<file path="src/rtl/multi_cam_imag_save.sv">
// Merges NUM_CAM camera pixel streams into one frame-buffer write port.
// Each channel has its own FIFO; a round-robin arbiter pops them and a layout stage maps pixels to addresses.
module multi_cam_imag_save #(
  parameter int CAM_DATA_WIDTH = 12,
  parameter int CAM_LINE       = 9,
  parameter int CAM_PIXEL      = 10,
  parameter int NUM_CAM        = 2,
  parameter int FIFO_DEPTH     = 4,
  parameter int ADDR_WIDTH     = 17,
  parameter int FB_WIDTH       = 320,
  parameter int FB_DEPTH       = 240
) (
  input  logic                                clk,
  input  logic                                rst_n,
  input  logic [1:0]                          i_mode,
  input  logic [$clog2(NUM_CAM)-1:0]          i_sel,
  input  logic [NUM_CAM-1:0]                  i_we,
  input  logic [NUM_CAM*CAM_DATA_WIDTH-1:0]   i_data,
  input  logic [NUM_CAM*CAM_LINE-1:0]         i_line,
  input  logic [NUM_CAM*CAM_PIXEL-1:0]        i_pixel,
  output logic                                o_we,
  output logic [ADDR_WIDTH-1:0]               o_addr_wr,
  output logic [CAM_DATA_WIDTH-1:0]           o_data_wr,
  output logic [NUM_CAM-1:0]                  o_overflow,
  output logic                                o_frame_done
);
  localparam int CW  = $clog2(NUM_CAM);
  localparam int FW  = $clog2(FIFO_DEPTH);
  localparam int EW  = CAM_DATA_WIDTH + CAM_LINE + CAM_PIXEL;
  localparam int AW1 = ADDR_WIDTH + 1;
  localparam logic [AW1-1:0] FB_W   = AW1'(FB_WIDTH);
  localparam logic [AW1-1:0] FB_D   = AW1'(FB_DEPTH);
  localparam logic [AW1-1:0] TILE_W = AW1'(FB_WIDTH / NUM_CAM);
  localparam logic [AW1-1:0] TILE_H = AW1'(FB_DEPTH / NUM_CAM);
  localparam logic [ADDR_WIDTH-1:0] LAST_ADDR = ADDR_WIDTH'(FB_WIDTH * FB_DEPTH - 1);

  // Handshake: i_we[c] is a valid-only strobe with no ready; a push that finds
  // its FIFO full (and not popping this cycle) is dropped and flagged in o_overflow[c].
  logic [EW-1:0]         mem [NUM_CAM][FIFO_DEPTH];
  logic [FW:0]           wr_ptr [NUM_CAM];
  logic [FW:0]           rd_ptr [NUM_CAM];
  logic [NUM_CAM-1:0]    empty, full, push, pop;
  logic [CW-1:0]         arb_ptr, gnt_idx, cand;
  logic                  gnt_valid;
  logic [EW-1:0]         head;
  logic [CAM_LINE-1:0]   head_line;
  logic [CAM_PIXEL-1:0]  head_pixel;

  logic [1:0]                mode_q;
  logic [CW-1:0]             sel_q;
  logic                      s1_valid;
  logic [CW-1:0]             s1_ch;
  logic [CAM_DATA_WIDTH-1:0] s1_data;
  logic [CAM_LINE-1:0]       s1_line;
  logic [CAM_PIXEL-1:0]      s1_pixel;

  logic [AW1-1:0] line_w, pix_w, row, col, addr_full;
  logic           wr_ok, in_range, we_next;

  always_comb begin
    for (int c = 0; c < NUM_CAM; c++) begin
      empty[c] = (wr_ptr[c] == rd_ptr[c]);
      full[c]  = (wr_ptr[c][FW] != rd_ptr[c][FW]) &&
                 (wr_ptr[c][FW-1:0] == rd_ptr[c][FW-1:0]);
    end
  end

  // First non-empty channel at or after the pointer, wrapping.
  always_comb begin
    gnt_valid = 1'b0;
    gnt_idx   = '0;
    cand      = '0;
    pop       = '0;
    for (int k = 0; k < NUM_CAM; k++) begin
      cand = arb_ptr + CW'(k);
      if (!gnt_valid && !empty[cand]) begin
        gnt_valid = 1'b1;
        gnt_idx   = cand;
      end
    end
    if (gnt_valid) pop[gnt_idx] = 1'b1;
  end

  always_comb begin
    for (int c = 0; c < NUM_CAM; c++) begin
      push[c] = i_we[c] && (!full[c] || pop[c]);
    end
  end

  assign head       = mem[gnt_idx][rd_ptr[gnt_idx][FW-1:0]];
  assign head_line  = head[CAM_PIXEL +: CAM_LINE];
  assign head_pixel = head[CAM_PIXEL-1:0];

  always_ff @(posedge clk) begin
    for (int c = 0; c < NUM_CAM; c++) begin
      if (push[c]) begin
        mem[c][wr_ptr[c][FW-1:0]] <= {i_data[c*CAM_DATA_WIDTH +: CAM_DATA_WIDTH],
                                      i_line[c*CAM_LINE +: CAM_LINE],
                                      i_pixel[c*CAM_PIXEL +: CAM_PIXEL]};
      end
    end
  end

  always_ff @(posedge clk) begin
    if (!rst_n) begin
      for (int c = 0; c < NUM_CAM; c++) begin
        wr_ptr[c] <= '0;
        rd_ptr[c] <= '0;
      end
      o_overflow <= '0;
    end else begin
      for (int c = 0; c < NUM_CAM; c++) begin
        if (push[c]) wr_ptr[c] <= wr_ptr[c] + 1'b1;
        if (pop[c])  rd_ptr[c] <= rd_ptr[c] + 1'b1;
        if (i_we[c] && full[c] && !pop[c]) o_overflow[c] <= 1'b1;
      end
    end
  end

  // Pop stage; the layout is re-latched when channel 0 delivers pixel (0,0).
  always_ff @(posedge clk) begin
    if (!rst_n) begin
      s1_valid <= 1'b0;
      s1_ch    <= '0;
      s1_data  <= '0;
      s1_line  <= '0;
      s1_pixel <= '0;
      arb_ptr  <= '0;
      mode_q   <= 2'd3;
      sel_q    <= '0;
    end else begin
      s1_valid <= gnt_valid;
      if (gnt_valid) begin
        s1_ch    <= gnt_idx;
        s1_data  <= head[EW-1 -: CAM_DATA_WIDTH];
        s1_line  <= head_line;
        s1_pixel <= head_pixel;
        arb_ptr  <= gnt_idx + 1'b1;
        if (gnt_idx == '0 && head_line == '0 && head_pixel == '0) begin
          mode_q <= i_mode;
          sel_q  <= i_sel;
        end
      end
    end
  end

  always_comb begin
    line_w   = AW1'(s1_line);
    pix_w    = AW1'(s1_pixel);
    row      = line_w;
    col      = pix_w;
    wr_ok    = 1'b0;
    in_range = (pix_w < FB_W) && (line_w < FB_D);
    case (mode_q)
      2'd0: wr_ok = (s1_ch == sel_q);
      2'd1: begin
        wr_ok = (s1_pixel[CW-1:0] == '0);
        col   = AW1'(s1_ch) * TILE_W + (pix_w >> CW);
      end
      2'd2: begin
        wr_ok = (s1_line[CW-1:0] == '0);
        row   = AW1'(s1_ch) * TILE_H + (line_w >> CW);
      end
      default: wr_ok = 1'b0;
    endcase
    addr_full = row * FB_W + col;
    we_next   = s1_valid && in_range && wr_ok;
  end

  always_ff @(posedge clk) begin
    if (!rst_n) begin
      o_we         <= 1'b0;
      o_addr_wr    <= '0;
      o_data_wr    <= '0;
      o_frame_done <= 1'b0;
    end else begin
      o_we         <= we_next;
      o_frame_done <= we_next && (addr_full[ADDR_WIDTH-1:0] == LAST_ADDR);
      if (we_next) begin
        o_addr_wr <= addr_full[ADDR_WIDTH-1:0];
        o_data_wr <= s1_data;
      end
    end
  end
endmodule
</file>
<file path="config.mk">
export PLATFORM = sky130hd
export DESIGN_NAME = multi_cam_imag_save
export DESIGN_NICKNAME = d
export VERILOG_FILES = /design/src/rtl/multi_cam_imag_save.sv
export SDC_FILE = /design/constraint.sdc
export NUM_CORES = 1
export LEC_CHECK = 0
export ABC_AREA = 1
export BUFFER_PORTS_ARGS = -buffer_cell sky130_fd_sc_hd__buf_4
export CORE_MARGIN = 3
export CORE_UTILIZATION = 32
export CTS_BUF_LIST = sky130_fd_sc_hd__clkbuf_4
export DETAILED_ROUTE_END_ITERATION = 8
export GPL_TIMING_DRIVEN = 0
export PLACE_DENSITY_LB_ADDON = 0.15
export SLEW_MARGIN = 0
export SYNTH_ARGS = -nofsm -noshare
export SYNTH_HDL_FRONTEND = slang
export SYNTH_SLANG_ARGS = --single-unit
export TNS_END_PERCENT = 5
</file>
<file path="constraint.sdc">
create_clock -name clk -period 6.5 [get_ports clk]
set_input_delay 0.325 -clock clk [delete_from_list [all_inputs] [get_ports clk]]
set_output_delay 0.325 -clock clk [all_outputs]
set_load 0.01 [all_outputs]
</file>
* Word-level counts from Yosys, hierarchy flattened
Memory sizes are Yosys's and may differ from the RTL's.
Cells that the tools add are included.
W data, S select, Z words.
** Word-level totals
- Memories :: 3
- Memory bits (writable) :: 260
- Bits in read-only memories :: 0
- Logic and storage cells :: 129
- Register bits after elaboration :: 70
- Bits in latches :: 0
** Cells by class
- Shift-type cells :: 0
- Order comparisons :: 11
- Reduce and logical (&&, ||, !) cells :: 29
- Bitwise operators :: 10
- Equal/unequal tests :: 10
- Multiply operators :: 3
- Muxes and demuxes :: 40
- Div/mod/pow operators :: 0
- $add $sub $neg :: 9
** Memories
- mem :: words 2, width 124, rd ports 1, clocked after memory_dff 0, wr ports 2, RTL line 39 : logic [EW-1:0] mem [NUM_CAM][FIFO_DEPTH];
- rd_ptr :: words 2, width 3, rd ports 3, clocked after memory_dff 0, wr ports 2, RTL line 41 : logic [FW:0] rd_ptr [NUM_CAM];
- wr_ptr :: words 2, width 3, rd ports 2, clocked after memory_dff 0, wr ports 2, RTL line 40 : logic [FW:0] wr_ptr [NUM_CAM];
** Operators with widths (number)
- $mux W124 :: 2
- $demux W31 S2 :: 2
- $mux W31 :: 4
- $bmux W31 S2 :: 1
- $mux W1 :: 22
- $logic_and A1 B1 Y1 :: 18
- $mul A18 B3 Y11 const B :: 1
- $mux W18 :: 1
- $add A17 B10 Y17 :: 1
- $eq A17 B17 Y1 const B :: 1
- $add A3 B1 Y3 const B :: 4
- $mux W3 :: 4
- $add A9 B9 Y10 :: 1
- $logic_not A10 Y1 :: 1
- $lt A10 B9 Y1 const B :: 1
- $mux W10 :: 1
- $add A8 B8 Y9 :: 1
- $ge A3 B3 Y1 const B :: 3
- $logic_not A9 Y1 :: 1
- $lt A9 B8 Y1 const B :: 1
- $not A2 Y3 :: 3
- $eq A3 B3 Y1 :: 2
- $lt A1 B2 Y1 const B :: 3
- $lt A3 B1 Y1 const B :: 2
- other kinds (18) :: 31

* Depth between registers and ports, before layout
Gate-level depths: netlist (run 1).
An unclocked memory read counts as a cell.
- Depth after elaboration :: 18
- Mapped depth :: 21

* Worst setup path before layout (run 1)
No wires, ideal clock.
- Path kind :: register to register
- Start point :: memory wr_ptr[0][0] in the netlist's numbering
- End point :: memory mem[1][0] in the netlist's numbering, enable pin
- Setup time :: 419 ps
- Cell stages (with the launch flop) :: 14
- Path buffers :: 4
- Arrival :: 3033 ps
- Clock period less this slack :: 3452 ps
- Setup slack :: 3048 ps
- Cell sequence :: edfxtp_1 inv_1 nand2_1 nand2_1 nand3_2 nand2_2 nand2_2 buf_6 buf_6 buf_2 buf_2 nand2_1 nand2_1 nor2_1
** RTL lines (RTL line)
- from (decl) :: 40
- to (decl) :: 39

* Worst setup path in the final report (run 1)
- Start point :: register s1_ch
- End point :: register o_addr_wr[15]
** On the way
- Word-level cells in the longest chain between the ends :: 5
** RTL lines
- from (decl) :: RTL line 52 : logic [CW-1:0] s1_ch;
- from (signal assigned) :: RTL line 134 : s1_ch <= gnt_idx;
- $mul A1 B4 Y5 :: RTL line 162 : row = AW1'(s1_ch) * TILE_H + (line_w >> CW);
- $add A8 B8 Y9 :: RTL line 162
- $mux W18 :: RTL line 154 : case (mode_q)
- $mul A18 B3 Y11 :: RTL line 166 : addr_full = row * FB_W + col;
- $add A17 B10 Y17 :: RTL line 166
- to (signal assigned) :: RTL line 180 : o_addr_wr <= addr_full[ADDR_WIDTH-1:0];
- to (decl) :: RTL line 22 : output logic [ADDR_WIDTH-1:0] o_addr_wr,
Several ways; a longest one is shown, not always the timed one.
A chain may end at the register's enable or synchronous reset.

==> metrics.yaml, run 1 <==
path_buf_inv: 2
cts_buffer_depth: 3
ys_seq_area_share_pct: 64.06
synthTopCellsByArea: "edfxtp_1 54%, nand2_1 11%, dfxtp_1 9.7%"
vias: 10770
powerDensity_nw_per_um2: 479.1
die_h_um: 218.0
drive_gt1_share_pct: 17.88
required_ns: 7.18
critPathCaptureType: "flip-flop"
io_pins: 102
coreArea_um2: 44320
die_x_um: 218.0
htreeDepth: 3
dieArea_um2: 47500
path_cells: "ha_1 > inv_1 > fa_1 > xor2_1 > o21ai_0 > ha_1 > ha_1 > nand3_1 > nand3_1 > xor2_1 > nor4_1 > nand3b_1 > xor2_1 > nand2_1 > o211ai_1 > inv_1"
synth_edf_count: 260
final.period_utilization_pct: 61.27
overflow: 0
clock_latency_ns: 0.79
netlist_instances: 1403
start_kind: "flip-flop"
clock-root-buffer: "clkbuf_4"
wl_per_cell_um: 18.09
power.leakage_nw: 7.426
cts_resized: 0
ant_nets: 0
first_global_vias: 10700
cts_num_sinks: 330
hold_class: "input port to flip-flop"
path_class: "flip-flop to flip-flop"
max_stage_delay_ns: 0.56
grt_pass1_wl_um: 63620
outcome: "completed"
clock_skew_ns: 0.03817
postLayoutCellArea_um2: 17910
synth_area_um2: 14380
gp_congestion: 0.8000
ys_ff_latch: 330
crit_slowest_cell: "dfxtp_1"
start_util_pct: 32.44
dr.first_iter.drc_count: 760
netlist.area_leader.share_pct: 54.31
port_buffers: 100
syn_nets: 1508
cts_tree: "yes"
yosysUniqueCellTypes: 41
drv_cap: 0
via_per_inst: 4.620
routed_wl_um: 42180
cts_hold_buf: 67
clk_pin_slew_ns: 0.07
tns_ns: 0
syn_area_per_cell_um2: 10.25
ir_drop_mv: 0.2908
final_max_slew_viol_count: 0
fin_nets: 1774
rsz0062_at_grt: "false"
dp_hpwl_um: 29110
fmax_mhz: 251.1
post-synth-top-count-cell: "nand2_1"
period_minus_slack_ns: 3.983
relSlewSlack_pct: 44.79
utilization_pct: 40.42
numCtsBuffers: 89
grt_max_degree: 24
setup_viol: 0
async_flop_share_pct: 0
rows: 77
synth_flop_cell: "edfxtp_1"
grt_usage_pct: 17.92
dpl_worst_slack_ns: 2.607
antenna_found_initial: 2
postCtsSetupRepairBufs: 0
area_delta_synth_final_pct: 24.60
first_pass_iters: 5
fin_ws_ns: 2.518
cp_max_fo: 9
drc_errors: 0
max_slew.worst_pin.slew_ns: 0.8262
worstPathArrival_ns: 4.66
hold_viol: 0
synth_top_area_cell: "edfxtp_1"
post_dp_cell_area_um2: 16100
cp_top_family: "adder cells"
ys_warn_count: 0
ys_top_cells_by_count: "412 x nand2_1, 260 x edfxtp_1, 147 x nand3_1"
## registers in the layout, summed over array words and instances, names as in the netlist, 2 cells and up
name / count
s1_pixel: 10
o_addr_wr: 17
mem: 248
s1_data: 12
rd_ptr: 6
s1_line: 9
o_data_wr: 12
o_overflow: 2
mode_q: 2
wr_ptr: 6
## power by group
group	leakage [nW]	switching, mW	internal (mW)
logic	3.77	2.79	1.22
clock network	0.677	0.831	0.985
registers	2.98	0.131	2.62
total	7.43	3.76	4.83
## per-stage QoR
| step | hold WS [ns] | instances | power (mW) |
|---|---|---|---|
| after floorplan | 0.4239 | 1403 | 5.336 |
| after global placement | 0.4415 | 2095 | 6.716 |
| after detailed placement | 0.4438 | 2103 | 6.786 |
| after CTS | 0.08060 | 2326 | 8.664 |
| after global routing | 0.1265 | 2332 | 9.264 |
| final | 0.1336 | 2332 | 8.582 |
## routing by layer
| layer | up-vias | share of wire [%] | GRT usage [%] |
|---|---|---|---|
| met4 | 0 | 2.2 | 5.958 |
| li1 | 5356 | - | - |
| met1 | 5072 | 45 | 23.63 |
| met2 | 272 | 47 | 29.69 |
| met5 | - | 0 | 0 |
| met3 | 73 | 4.9 | 3.483 |
## area by class of cell
cell class                 instances  area [µm²]
antenna                            6       15.01
buffer                            69       346.6
clock buffer                     136        1021
clock inverter                    20       103.9
fill                            4410       26400
inverter                         111       416.7
multi-input combinational        893        4464
sequential                       330        9209
tap                              592       740.7
timing repair buffer             175        1597
## worst reg2reg max path: cells and delay by family, from the launching register on
kind | cells | cell delay [ns]
AO/OA/AOI/OAI | 2 | 0.44
XOR/XNOR | 3 | 0.61
adder cells (fa/ha/maj) | 4 | 1.32
AND/OR/NAND/NOR | 5 | 0.83
flip-flops | 1 | 0.56
buffers and inverters | 2 | 0.11
## final timing paths
path	startpoint	end	slack (ns)	depth (start not counted)
max reg2reg	s1_ch	o_addr_wr[15]	2.52	16
max	s1_ch	o_addr_wr[15]	2.52	16
min	rst_n	o_data_wr[0]	0.13	3
min reg2reg	s1_data[0]	o_data_wr[0]	0.43	2
## cell families after synthesis
family / count (synthesis) / share of synthesized area (%)
fa+ha+maj: 36 / 3.290
flops: 330 / 64.06
buf+inv: 180 / 5.309
xor+xnor: 25 / 1.680
mux: 1 / 0.06963
simple gates: 674 / 19.42
compound gates: 157 / 6.179
## layout by cell type, fill, tap and decap left out, types with 4 or more instances in the layout
| cell | synthesis | routed |
|---|---|---|
| nor2_4 | 1 | 9 |
| xor2_1 | 18 | 18 |
| nor2_1 | 90 | 82 |
| clkbuf_4 | 0 | 136 |
| nand4_1 | 5 | 5 |
| diode_2 | 0 | 6 |
| ha_1 | 33 | 33 |
| buf_2 | 25 | 25 |
| a32o_1 | 8 | 8 |
| clkbuf_1 | 25 | 25 |
| dfxtp_1 | 70 | 70 |
| dlygate4sd3_1 | 0 | 67 |
| o21ai_0 | 64 | 64 |
| clkinv_1 | 2 | 18 |
| buf_6 | 4 | 4 |
| buf_1 | 8 | 8 |
| o211ai_1 | 11 | 11 |
| a21oi_1 | 54 | 54 |
| buf_12 | 0 | 6 |
| xnor2_1 | 4 | 4 |
| edfxtp_1 | 260 | 260 |
| nand2_1 | 412 | 412 |
| inv_1 | 107 | 107 |
| a31oi_1 | 12 | 12 |
| buf_4 | 7 | 107 |
| nand3_1 | 147 | 147 |
(Power assumes the default switching activity.)
==> run 2: changes to the inputs <==
- ABC_AREA: 1 -> 0
- clock period: 6.5 -> 3.6 ns (I/O delays scaled with it)
==> run 2 against run 1 <==
  * Clock skew up 0.0021 ns
  * Setup slack worse by 2.4 ns
  * Critical path depth down 3
  * Register-to-register slack worse by 2.4 ns
  * Utilization up 1.2 points
  * Sequential cell count unchanged
  * Worst hold slack better by 0.00095 ns
  * Synthesized cell count down 29%
  * Via count down 13%
  * Power up 65%
  * Largest power group unchanged
  * Design area up 1.1%
  * Die area down 1.2%
  * Highest routed layer unchanged
==> metrics.yaml, run 2 <==
ys_seq_area_share_pct: 64.85  # +0.80 points
synthTopCellsByArea: "edfxtp_1 55%, dfxtp_1 9.9%, mux2i_1 4.9%"
path_buf_inv: 2  # unchanged
numCtsBuffers: 89  # unchanged
dieArea_um2: 46940  # -1.2%
cts_buffer_depth: 3  # unchanged
pwr-share-clk_pct: 25.0  # +3.8 points
period_minus_slack_ns: 3.488  # -0.4947 ns
clock_latency_ns: 0.79  # about the same
async_flop_share_pct: 0  # unchanged
seqPwrFrac_pct: 35.5  # +3.4 points
ys_top_cells_by_count: "260 x edfxtp_1, 83 x nor2_1, 79 x nand2_1"
grt_usage_pct: 17.08  # -0.84 points
cp_top_family: "adder cells"
drive_gt1_share_pct: 29.80  # +12 points
dp_hpwl_um: 27450  # -5.7%
clk_pin_slew_ns: 0.08  # about the same
max_slew.worst_pin.slew_ns: 0.9792  # +0.1530 ns
clock-root-buffer: "clkbuf_4"
powerDensity_nw_per_um2: 780.1  # +63%
fmax_mhz: 286.7  # +14%
start_kind: "flip-flop"
crit_slowest_cell: "or4_4"
netlist_instances: 990  # -29%
vias: 9396  # -13%
ant_nets: 0  # unchanged
area_delta_synth_final_pct: 27.53
worst-r2r-setup-slack_ns: 0.11  # -2.41 ns
worstPathArrival_ns: 4.19  # -0.47 ns
largest_reg_flops: 248  # unchanged
syn_nets: 1095  # -27%
postLayoutCellArea_um2: 18110  # +1.1%
routed_wl_um: 40050  # -5.0%
reg2reg_from: "s1_ch"
design_power_total_mw: 14.13  # +65%
netlist.area_leader.share_pct: 54.98  # +0.67 points
outcome: "completed"
tns_ns: 0  # unchanged
power.leakage_nw: 6.656  # -10%
cts_num_sinks: 330  # unchanged
htreeDepth: 3  # unchanged
max_stage_delay_ns: 0.51  # -0.05 ns
fill_cells: 4136  # -6.2%
die_h_um: 216.7  # -0.60%
relSlewSlack_pct: 34.72  # -10 points
post_dp_cell_area_um2: 15820  # -1.8%
post-synth-top-count-cell: "edfxtp_1"
cts_tree: "yes"
internal_power_mw: 8.902  # +84%
hold_viol: 0  # unchanged
grt_pass1_wl_um: 59550  # -6.4%
port_buffers: 100  # unchanged
drc_errors: 0  # unchanged
die_x_um: 216.7  # -0.60%
synth_edf_count: 260  # unchanged
cp_max_fo: 4  # -5
io_pins: 102  # unchanged
final_cell_mix: "260 x edfxtp_1, 141 x clkbuf_4, 117 x buf_4"
fin_nets: 1373  # -23%
synth_top_area_cell: "edfxtp_1"
wl_per_cell_um: 20.77  # +15%
ys_warn_count: 0  # unchanged
path_class: "flip-flop to flip-flop"
seqCellArea_um2: 9223  # +0.15%
rows: 76  # -1.3%
syn_area_per_cell_um2: 14.34  # +40%
synth_area_um2: 14200  # -1.2%
start_util_pct: 32.68  # +0.24 points
antenna_found_initial: 3  # +1
yosysUniqueCellTypes: 64  # +56%
path_cells: "ha_2 > inv_2 > fa_2 > o21ai_4 > ha_4 > fa_2 > xor2_4 > nand2_2 > or4_4 > nor4_4 > xnor3_1 > buf_4 > a21oi_1"
hp-start: "i_data[17]"
via_per_inst: 4.873  # +5.5%
synth_flop_cell: "edfxtp_1"
drv_cap: 0  # unchanged
r2r_cells: 13  # -3
coreArea_um2: 43460  # -1.9%
r2r-end: "o_addr_wr[16]"
final_common_cell: "edfxtp_1"
final.period_utilization_pct: 96.88  # +36 points
multiInputGateArea_um2: 4940  # +11%
swShare_pct: 36.98  # -6.8 points
required_ns: 4.30  # -2.88 ns
critPathCaptureType: "flip-flop"
p_sw_mw: 5.224  # +39%
setup_viol: 0  # unchanged
first_global_vias: 9575  # -11%
hold_class: "input port to flip-flop"
utilization_pct: 41.67  # +1.2 points
dr.first_iter.drc_count: 514  # -32%
overflow: 0  # unchanged
final_max_slew_viol_count: 0  # unchanged
gp_congestion: 0.8174  # +2.2%
grt_max_degree: 32  # +33%
whs_path_depth: 2  # -1
first_pass_iters: 4  # -1
holdPathEnd: "mem[1][24]"
ir_drop_mv: 0.3115  # +7.1%
power_frac_comb_pct: 39.5  # -7.2 points
crit_top_cell: "fa_2"
worst_hold_slack_ns: 0.1346  # +0.0009500 ns
clock_skew_ns: 0.04030  # +0.002131 ns
ys_ff_latch: 330  # unchanged
-- run 2: cell count changes after synthesis, moves of 26 or more --
cell | before | now
a21oi_1 | 54 | 16
inv_1 | 107 | 16
mux2i_1 | 1 | 69
o21ai_0 | 64 | 19
nand2_1 | 412 | 79
a211oi_1 | 0 | 26
mux4_2 | 0 | 29
a311oi_1 | 0 | 27
nand3_1 | 147 | 21
-- run 2: worst max-delay path by stage --
stage / start / to / cells after the start
finish: s1_ch / o_addr_wr[16] / 13
global route: s1_line[4] / o_frame_done / 13
CTS: mode_q[0] / o_frame_done / 12
detailed placement: s1_ch / o_frame_done / 15
global placement: s1_ch / o_frame_done / 16
floorplan: mode_q[0] / o_frame_done / 12
-- run 2: final cells by class --
cell class,count,share of cell area [%]
timing repair buffer,187,9.107
clock inverter,21,0.8429
multi-input combinational,590,27.28
inverter,16,0.3317
buffer,54,1.568
sequential,330,50.93
tap,585,4.042
antenna,4,0.05528
clock buffer,141,5.845
-- run 2: per-stage QoR --
stage	instances	setup slack, ns
5_1_grt	1927	-0.02137
3_5_place_dp	1681	-0.4086
2_1_floorplan	990	0.005715
3_3_place_gp	1675	-0.4199
4_1_cts	1917	0.01549
6_report	1928	0.1122
-- run 2: power by group through the flow --
stage	logic [mW]	clock network [mW]	registers (mW)
floorplan	3.49	0	4.97
global placement	5.04	0	5.11
detailed placement	5.12	0	5.10
CTS	5.43	3.65	5.01
global route	6.07	3.85	5.06
finish	5.59	3.53	5.01
-- run 2: what timing repair did --
item	4_1_cts	5_1_grt
gates cloned	0	0
pin swaps	7	13
setup buffers	6	7
resized for setup	37	27
endpoints found under the setup margin	4	3
hold endpoints to repair	273	0
hold buffers	68	0
-- run 2: metal layers --
metal	track usage [%]	wire length, µm
met1	21.23	17000
met4	5.756	919
met3	3.716	1697
met2	29.53	20440
met5	0	0
-- run 2: cells by family after synthesis --
group	Yosys count	share of synthesized area (%)
AO/OA/AOI/OAI	148	7.816
XOR/XNOR	29	2.097
adder cells (fa/ha/maj)	36	3.331
buffers and inverters	70	2.344
flip-flops	330	64.85
multiplexers	108	10.34
AND/OR/NAND/NOR	269	9.225
==> run 3: changes to the inputs <==
- RECOVER_POWER: default -> 100
==> run 3 against run 2 <==
  * Maximum frequency barely moved
  * Sequential power barely moved
  * Utilization fell by 1.1 points
  * Critical path type unchanged
  * Largest power group unchanged
==> metrics.yaml, run 3 (synthesis results as in run 2) <==
endpoint: "o_addr_wr[16]"
coreArea_um2: 43460  # unchanged
crit_top_cell: "fa_2"
hold_class: "input port to flip-flop"
worst-r2r-setup-slack_ns: 0.11  # about the same
r2r_cells: 13  # unchanged
cp.depth: 13  # unchanged
setup_viol: 0  # unchanged
ant_nets: 0  # unchanged
max_slew.worst_pin.slew_ns: 1.089  # +0.1099 ns
grt_pass1_wl_um: 59550  # unchanged
grt_usage_pct: 17.08  # unchanged
cts_tree: "yes"
clock_skew_ns: 0.03749  # -0.002812 ns
drive_gt1_share_pct: 21.73  # -8.1 points
fin_ws_ns: 0.1139  # +0.001791 ns
r2r-end: "o_addr_wr[16]"
start_kind: "flip-flop"
area_delta_synth_final_pct: 24.13
hold_viol: 0  # unchanged
first_global_vias: 9575  # unchanged
io_pins: 102  # unchanged
powerDensity_nw_per_um2: 794.4  # +1.8%
start_util_pct: 32.68  # unchanged
dpl_worst_slack_ns: -0.4086  # unchanged
ir_drop_mv: 0.3102  # -0.41%
path_buf_inv: 2  # unchanged
clock_latency_ns: 0.79  # about the same
startpoint: "s1_ch"
antenna_found_initial: 3  # unchanged
drv_cap: 0  # unchanged
crit_slowest_cell: "or4_4"
final_cell_mix: "260 x edfxtp_1, 143 x clkbuf_4, 127 x clkbuf_1"
wl_per_cell_um: 20.80  # +0.11%
path_cells: "ha_2 > inv_2 > fa_2 > o21ai_4 > ha_4 > fa_2 > xor2_4 > nand2_2 > or4_4 > nor4_4 > xnor3_1 > buf_4 > a21oi_1"
final_common_cell: "edfxtp_1"
final.period_utilization_pct: 96.83  # about the same
drc_errors: 0  # unchanged
rows: 76  # unchanged
power.leakage_nw: 6.238  # -6.3%
dp_hpwl_um: 27450  # unchanged
utilization_pct: 40.56  # -1.1 points
period_minus_slack_ns: 3.486  # -0.001791 ns
overflow: 0  # unchanged
relSlewSlack_pct: 27.39  # -7.3 points
grt_max_degree: 32  # unchanged
clk_pin_slew_ns: 0.07  # about the same
cp_max_fo: 4  # unchanged
required_ns: 4.30  # about the same
port_buffers: 100  # unchanged
die_x_um: 216.7  # unchanged
cp_top_family: "adder cells"
dieArea_um2: 46940  # unchanged
outcome: "completed"
fin_nets: 1373  # unchanged
cts_num_sinks: 330  # unchanged
fill_cells: 4249  # +2.7%
max_stage_delay_ns: 0.51  # about the same
worstPathArrival_ns: 4.19  # about the same
first_pass_iters: 5  # +1
dr.first_iter.drc_count: 565  # +9.9%
gp_congestion: 0.8174  # unchanged
reg2reg_from: "s1_ch"
routed_wl_um: 40100  # +0.11%
via_per_inst: 4.867  # -0.14%
cts_buffer_depth: 3  # unchanged
path_class: "flip-flop to flip-flop"
critPathCaptureType: "flip-flop"
final_max_slew_viol_count: 0  # unchanged
largest_reg_flops: 248  # unchanged
fmax_mhz: 286.9  # about the same
die_h_um: 216.7  # unchanged
vias: 9383  # -0.14%
numCtsBuffers: 89  # unchanged
htreeDepth: 3  # unchanged
clock-root-buffer: "clkbuf_4"
[run 3: timing repair]
| item | in CTS | in global routing |
|---|---|---|
| hold endpoints to repair | 273 | 0 |
| pin swaps | 7 | 13 |
| setup endpoints to repair | 4 | 3 |
| buffers inserted | 6 | 7 |
| hold buffers | 68 | 0 |
| resized for setup | 37 | 27 |
[run 3: per-stage QoR]
step	TNS (ns)	instance area (µm²)	hold slack (ns)	std cells	power (mW)
6_report	0	17630	0.2031	1928	14.00
5_1_grt	-0.02886	17620	0.1546	1927	14.86
4_1_cts	0	17910	0.02119	1917	14.09
3_5_place_dp	-0.8890	15820	0.3822	1681	10.22
3_3_place_gp	-0.9269	15690	0.3832	1675	10.15
2_1_floorplan	0	14200	0.2789	990	8.462
[run 3: area by class of cell]
cell class / instances / area, µm² / share of cell area (%)
diodes: 4 / 10.01 / 0.05679
plain buffers: 54 / 266.5 / 1.512
clock buffers: 141 / 1059 / 6.005
clock inverters: 21 / 152.6 / 0.8660
inverters: 16 / 60.06 / 0.3407
multi-input cells: 590 / 4917 / 27.90
flip-flops and latches: 330 / 9223 / 52.32
well taps: 585 / 732.0 / 4.152
repair buffers: 187 / 1207 / 6.850
[run 3: routing by layer]
metal	track usage [%]	part of all wire (%)	vias up
met1	21.23	42	4633
met5	0	0	-
li1	-	-	4421
met2	29.53	51	260
met4	5.756	2.3	0
met3	3.716	4.6	69
[run 3: how the worst min path moves through the flow]
stage	from	to	slack, ns	depth (start not counted)
floorplan	i_pixel[0]	mem[0][0]	0.28	0
global placement	i_pixel[12]	mem[1][95]	0.38	1
detailed placement	i_pixel[19]	mem[1][40]	0.38	1
CTS	i_data[17]	mem[1][55]	0.02	2
global route	i_pixel[5]	mem[0][5]	0.15	2
finish	i_line[17]	mem[1][111]	0.20	2
[run 3: report_power, final]
part | internal (mW) | switching [mW] | total, mW | leakage [nW]
logic | 2.17 | 3.28 | 5.45 | 2.53
registers | 4.71 | 0.309 | 5.02 | 2.98
clock network | 1.93 | 1.60 | 3.53 | 0.728
